[src/rtl/pipe_hazard_ctrl.sv]
// Hazard, forwarding and sequencing control for a 5-stage pipeline.
// Define FWD_EN to enable operand forwarding; without it every RAW dependency stalls.
module pipe_hazard_ctrl #(
  parameter int         CNT_W       = 16,
  parameter int         MEM_TIMEOUT = 64,
  parameter logic [4:0] HALT_OP     = 5'b11111,
  parameter int         R0_ZERO     = 0
) (
  input  logic             clk,
  input  logic             reset,
  input  logic             dec_valid,
  input  logic [4:0]       dec_op,
  input  logic [3:0]       dec_rs1,
  input  logic [3:0]       dec_rs2,
  input  logic             dec_use_rs1,
  input  logic             dec_use_rs2,
  input  logic             dec_is_branch,
  input  logic             branch_taken,
  input  logic [3:0]       exe_rs1,
  input  logic [3:0]       exe_rs2,
  input  logic [3:0]       exe_rd,
  input  logic             exe_rwrite,
  input  logic             exe_is_load,
  input  logic [3:0]       mem_rd,
  input  logic             mem_rwrite,
  input  logic             mem_is_load,
  input  logic             mem_req,
  input  logic             mem_ready,
  output logic             stall_if,
  output logic             flush_id,
  output logic             bubble_ex,
  output logic             freeze_all,
  output logic [1:0]       fwd_a,
  output logic [1:0]       fwd_b,
  output logic             halted,
  output logic             mem_timeout_err,
  output logic [CNT_W-1:0] stall_cycles
);

  localparam int TW = $clog2(MEM_TIMEOUT + 1);

  typedef enum logic [1:0] {RUN, FREEZE, HALT} state_t;

  state_t           state_q, state_d, run_next;
  logic [TW-1:0]    tmo_q, tmo_d;
  logic             err_q, err_d;
  logic [CNT_W-1:0] cnt_q, cnt_d;
  logic             src1_exe, src2_exe, src1_mem, src2_mem;
  logic             data_hazard, run_stall, run_flush;

  function automatic logic match(input logic [3:0] x, input logic [3:0] rd, input logic we);
    return we && (x == rd) && !((R0_ZERO != 0) && (rd == 4'd0));
  endfunction

  assign src1_exe = dec_use_rs1 && match(dec_rs1, exe_rd, exe_rwrite);
  assign src2_exe = dec_use_rs2 && match(dec_rs2, exe_rd, exe_rwrite);
  assign src1_mem = dec_use_rs1 && match(dec_rs1, mem_rd, mem_rwrite);
  assign src2_mem = dec_use_rs2 && match(dec_rs2, mem_rd, mem_rwrite);

`ifdef FWD_EN
  logic [3:0] wb_rd_q;
  logic       wb_we_q;

  // Only a load in EX can't be forwarded to decode; branches resolve in decode, so they also wait on loads in MEM.
  assign data_hazard = (dec_valid && exe_is_load && (src1_exe || src2_exe)) ||
                       (dec_is_branch && (src1_exe || src2_exe ||
                                          (mem_is_load && (src1_mem || src2_mem))));

  always_ff @(posedge clk) begin
    if (reset) begin
      wb_rd_q <= 4'd0;
      wb_we_q <= 1'b0;
    end else if (!freeze_all) begin
      wb_rd_q <= mem_rd;
      wb_we_q <= mem_rwrite;
    end
  end

  always_comb begin
    fwd_a = 2'b00;
    fwd_b = 2'b00;
    if (!reset) begin
      if (match(exe_rs1, mem_rd, mem_rwrite) && !mem_is_load) fwd_a = 2'b01;
      else if (match(exe_rs1, wb_rd_q, wb_we_q))              fwd_a = 2'b10;
      if (match(exe_rs2, mem_rd, mem_rwrite) && !mem_is_load) fwd_b = 2'b01;
      else if (match(exe_rs2, wb_rd_q, wb_we_q))              fwd_b = 2'b10;
    end
  end
`else
  logic unused_nofwd;

  assign data_hazard  = dec_valid && (src1_exe || src2_exe || src1_mem || src2_mem);
  assign fwd_a        = 2'b00;
  assign fwd_b        = 2'b00;
  assign unused_nofwd = ^{exe_rs1, exe_rs2, exe_is_load, mem_is_load, dec_is_branch};
`endif

  always_comb begin
    run_stall = 1'b0;
    run_flush = 1'b0;
    run_next  = RUN;
    if (dec_valid && (dec_op == HALT_OP)) begin
      run_stall = 1'b1;
      run_next  = HALT;
    end else if (data_hazard) begin
      run_stall = 1'b1;
    end else if (branch_taken) begin
      run_flush = 1'b1;
    end
  end

  // A FREEZE release cycle behaves like a RUN cycle so decode hazards are not skipped.
  always_comb begin
    state_d    = state_q;
    tmo_d      = '0;
    err_d      = err_q;
    stall_if   = 1'b0;
    flush_id   = 1'b0;
    bubble_ex  = 1'b0;
    freeze_all = 1'b0;
    case (state_q)
      RUN: begin
        if (mem_req && !mem_ready) begin
          freeze_all = 1'b1;
          tmo_d      = TW'(1);
          state_d    = FREEZE;
        end else begin
          stall_if  = run_stall;
          bubble_ex = run_stall;
          flush_id  = run_flush;
          state_d   = run_next;
        end
      end
      FREEZE: begin
        if (mem_ready) begin
          stall_if  = run_stall;
          bubble_ex = run_stall;
          flush_id  = run_flush;
          state_d   = run_next;
        end else if (tmo_q >= TW'(MEM_TIMEOUT - 1)) begin
          freeze_all = 1'b1;
          err_d      = 1'b1;
          state_d    = HALT;
        end else begin
          freeze_all = 1'b1;
          tmo_d      = tmo_q + TW'(1);
        end
      end
      HALT: begin
        stall_if  = 1'b1;
        bubble_ex = 1'b1;
      end
      default: state_d = RUN;
    endcase
    if (reset) begin
      state_d    = RUN;
      tmo_d      = '0;
      err_d      = 1'b0;
      stall_if   = 1'b0;
      flush_id   = 1'b0;
      bubble_ex  = 1'b0;
      freeze_all = 1'b0;
    end
  end

  always_comb begin
    cnt_d = cnt_q;
    if ((stall_if || freeze_all) && (cnt_q != '1)) cnt_d = cnt_q + CNT_W'(1);
  end

  always_ff @(posedge clk) begin
    if (reset) begin
      state_q <= RUN;
      tmo_q   <= '0;
      err_q   <= 1'b0;
      cnt_q   <= '0;
    end else begin
      state_q <= state_d;
      tmo_q   <= tmo_d;
      err_q   <= err_d;
      cnt_q   <= cnt_d;
    end
  end

  assign halted          = !reset && (state_q == HALT);
  assign mem_timeout_err = !reset && err_q;
  assign stall_cycles    = reset ? '0 : cnt_q;

endmodule

[config.mk]
export PLATFORM = sky130hd
export DESIGN_NAME = pipe_hazard_ctrl
export DESIGN_NICKNAME = d
export VERILOG_FILES = /design/src/rtl/pipe_hazard_ctrl.sv
export SDC_FILE = /design/constraint.sdc
export NUM_CORES = 1
export LEC_CHECK = 0
export BUFFER_PORTS_ARGS = -buffer_cell sky130_fd_sc_hd__buf_4
export CAP_MARGIN = 20
export CORE_UTILIZATION = 51
export DETAILED_ROUTE_END_ITERATION = 8
export PLACE_DENSITY = 0.85
export SKIP_LAST_GASP = 1
export SLEW_MARGIN = 20
export SYNTH_ARGS = -nofsm -noshare
export SYNTH_HDL_FRONTEND = slang
export SYNTH_SLANG_ARGS = --single-unit
[constraint.sdc]
create_clock -name clk -period 3.4 [get_ports clk]
set_input_delay 0.68 -clock clk [delete_from_list [all_inputs] [get_ports clk]]
set_output_delay 0.68 -clock clk [all_outputs]
set_load 0.02 [all_outputs]
==> out/metrics.csv <==
metric;value;unit
outcome;complete, but fails checks;
violations;DRC;
yosys.area.top_type;dfxtp_1;
drt-pass1-iter-count;7;
regToRegSetupSlack;1.20;ns
cts_hold_buf;0;
p_int;423;uW
setup_viol;0;
netlist_instances;193;
arrival;2.00;ns
end_kind;output port;
top_layer_used;met4;
max_stage_delay;0.25;ns
gp_congestion;0.778;
vias;1490;
synth-main-ff-cell;dfxtp_1;
layout_setup_ws;0.725;ns
ant_nets;0;
portBuffers;52;
grt_max_degree;35;
stdcell_count;273;
grt_usage;0.205;
postCtsSetupBuffers;0;
placed_area;1970;sq um
cts.sinks;26;
drtIter0Drc;43;
synth_area_per_cell;8.27;sq um
finClkSkew;0.00832;ns
wirelength;3300;um
ys_ff_latch;26;
utilization;0.705;
worstPathCellList;buf_4 > xor2_1 > nor3_1 > nand4_1 > nand4_1 > a21oi_1 > o21bai_1 > buf_4;
synth_cell_types;41;
synth-async-reset-ratio;0;
synth_most_common_cell;nor2_1;
routedLengthMet1;1440;um
path_buf_inv;2;
drt-wirelength-per-cell;12.1;um
die_area;3360;sq um
area_delta_synth_final;26.0;%
fin_crit;2.68;ns
synth_common_cells;nor2_1, dfxtp_1, nand4_1, xor2_1, nor2b_1;
rows;19;
p_per_area;282;nW/um^2
fp.dieW;57.9;um
dp_cells;269;
die_height;57.9;um
pre_cts_slack;0.710;ns
nets;287;
antenna_found_initial;0;
wl_met3;156;um
maxSlewViolCount;0;
coreArea;2850;sq um
hold_path.class;flop to flop;
netlist_area;1600;sq um
hold_slack;0.485;ns
ys_seq_area_frac;0.326;
timing.fmax;0.374;GHz
cts_buffers;3;
cts_root_buf;clkbuf_4;
clk_latency;0.32;ns
required;2.72;ns
static-leakage-power;0.859;nW
cts_buffer_depth;2;
grt_pass1_wl;5410;um
vdd_drop_max;0.158;mV
start_kind;primary input;
grt_overflow_total;0;
synth_edf_count;0;
combPwrFrac;0.179;
path_clk_slew;0.13;ns
clkPwrFrac;0.269;
hold_viol;0;
grt_pass1_vias;1360;
ys_warn_count;0;
synth_top_area_frac;0.326;
cp_max_fo;4;
dp_hpwl;2680;um
period_share;0.787;
power_switching;144;uW
tritoncts;built;
finalPower;567;uW
worstSetupPathType;primary input to output port;
cts_resized;0;
avgViaCountPerCell;5.46;
drc;3;
htreeDepth;1;
wl_met2;1680;um
ys_top_cells_by_area;dfxtp_1, xor2_1, nor2_1, nand4_1, mux2_2;
start_util;0.559;
grt_setup_unrepaired;false;
pwr-share-seq;0.552;
drv_cap;0;
tns;0;ns
path_delay_family;simple AND/OR/NAND/NOR gates;
antenna_cells;0;
drive_gt1_frac;0.289;
crit_slowest_cell;o21bai_1;
final_area;2010;sq um
boundaryPins;68;
swShare;0.254;
-- layer usage --
layer / GRT usage / vias up
li1: - / 763
met1: 0.257 / 680
met2: 0.363 / 45
met3: 0.0313 / 2
met4: 0.0612 / 0
met5: 0 / -
-- cell type report --
| class | instances | area [sq um] |
|---|---|---|
| inverters | 10 | 37.5 |
| fillers | 240 | 842 |
| clock buffers | 4 | 36.3 |
| flip-flops and latches | 26 | 520 |
| repair buffers | 52 | 390 |
| well taps | 31 | 38.8 |
| multi-input cells | 150 | 987 |
-- tightest hold or removal path: stages (launching register included) --
cell	delay, ns
dfxtp_1	0.35
nor2_1	0.05
nor2_1	0.07
-- cells in the final DEF (no fill, tap or decap), types with 2 or more instances in the layout --
cell	netlist	routed
a31oi_1	2	2
mux2_1	4	4
nand4_1	13	13
nand3_1	6	6
or3_1	4	4
conb_1	1	5
o31ai_1	2	2
buf_4	6	52
inv_1	10	10
xor2_1	13	13
a21oi_1	4	4
xnor2_1	6	6
a311oi_1	2	2
nor2b_1	12	12
and3_1	2	2
clkbuf_4	0	3
o22a_1	2	2
dfxtp_1	26	26
ha_1	2	2
mux2_2	7	7
nand2_1	7	7
nor2_1	28	28
mux2_4	2	2
nor3_1	11	11
nor3b_1	2	2
-- kinds of logic (layout without fill, tap and decap cells) --
group / count (synthesis) / count (layout) / synth area share
multiplexers: 13 / 13 / 0.0965
AND/OR/NAND/NOR: 93 / 93 / 0.307
XOR/XNOR: 19 / 19 / 0.104
other: 1 / 5 / 0.00235
flip-flops: 26 / 26 / 0.326
adder cells (fa/ha/maj): 2 / 2 / 0.0157
AO/OA/AOI/OAI: 18 / 18 / 0.0831
buffers and inverters: 21 / 66 / 0.0643
-- registers in the layout (all words and copies together) (netlist names) --
signal and cells:
cnt_q 16, err_q 1, state_q 2, tmo_q 7
-- worst paths after layout --
path / from / end / cells after the start
setup / recovery: dec_rs2[0] / bubble_ex / 8
hold / removal: tmo_q[5]$_SDFF_PP0_ / tmo_q[5]$_SDFF_PP0_ / 2
setup reg to reg: cnt_q[0]$_SDFFE_PP0P_ / cnt_q[7]$_SDFFE_PP0P_ / 7
hold reg to reg: tmo_q[5]$_SDFF_PP0_ / tmo_q[5]$_SDFF_PP0_ / 2
-- power groups by stage --
stage	clock [mW]	sequential (mW)	combinational, mW
finish	0.152	0.313	0.102
global route	0.170	0.314	0.111
CTS	0.156	0.313	0.102
detailed placement	0	0.320	0.102
global placement	0	0.319	0.0993
floorplan	0	0.318	0.0600
Note: power is estimated with default switching activity, not from simulation.
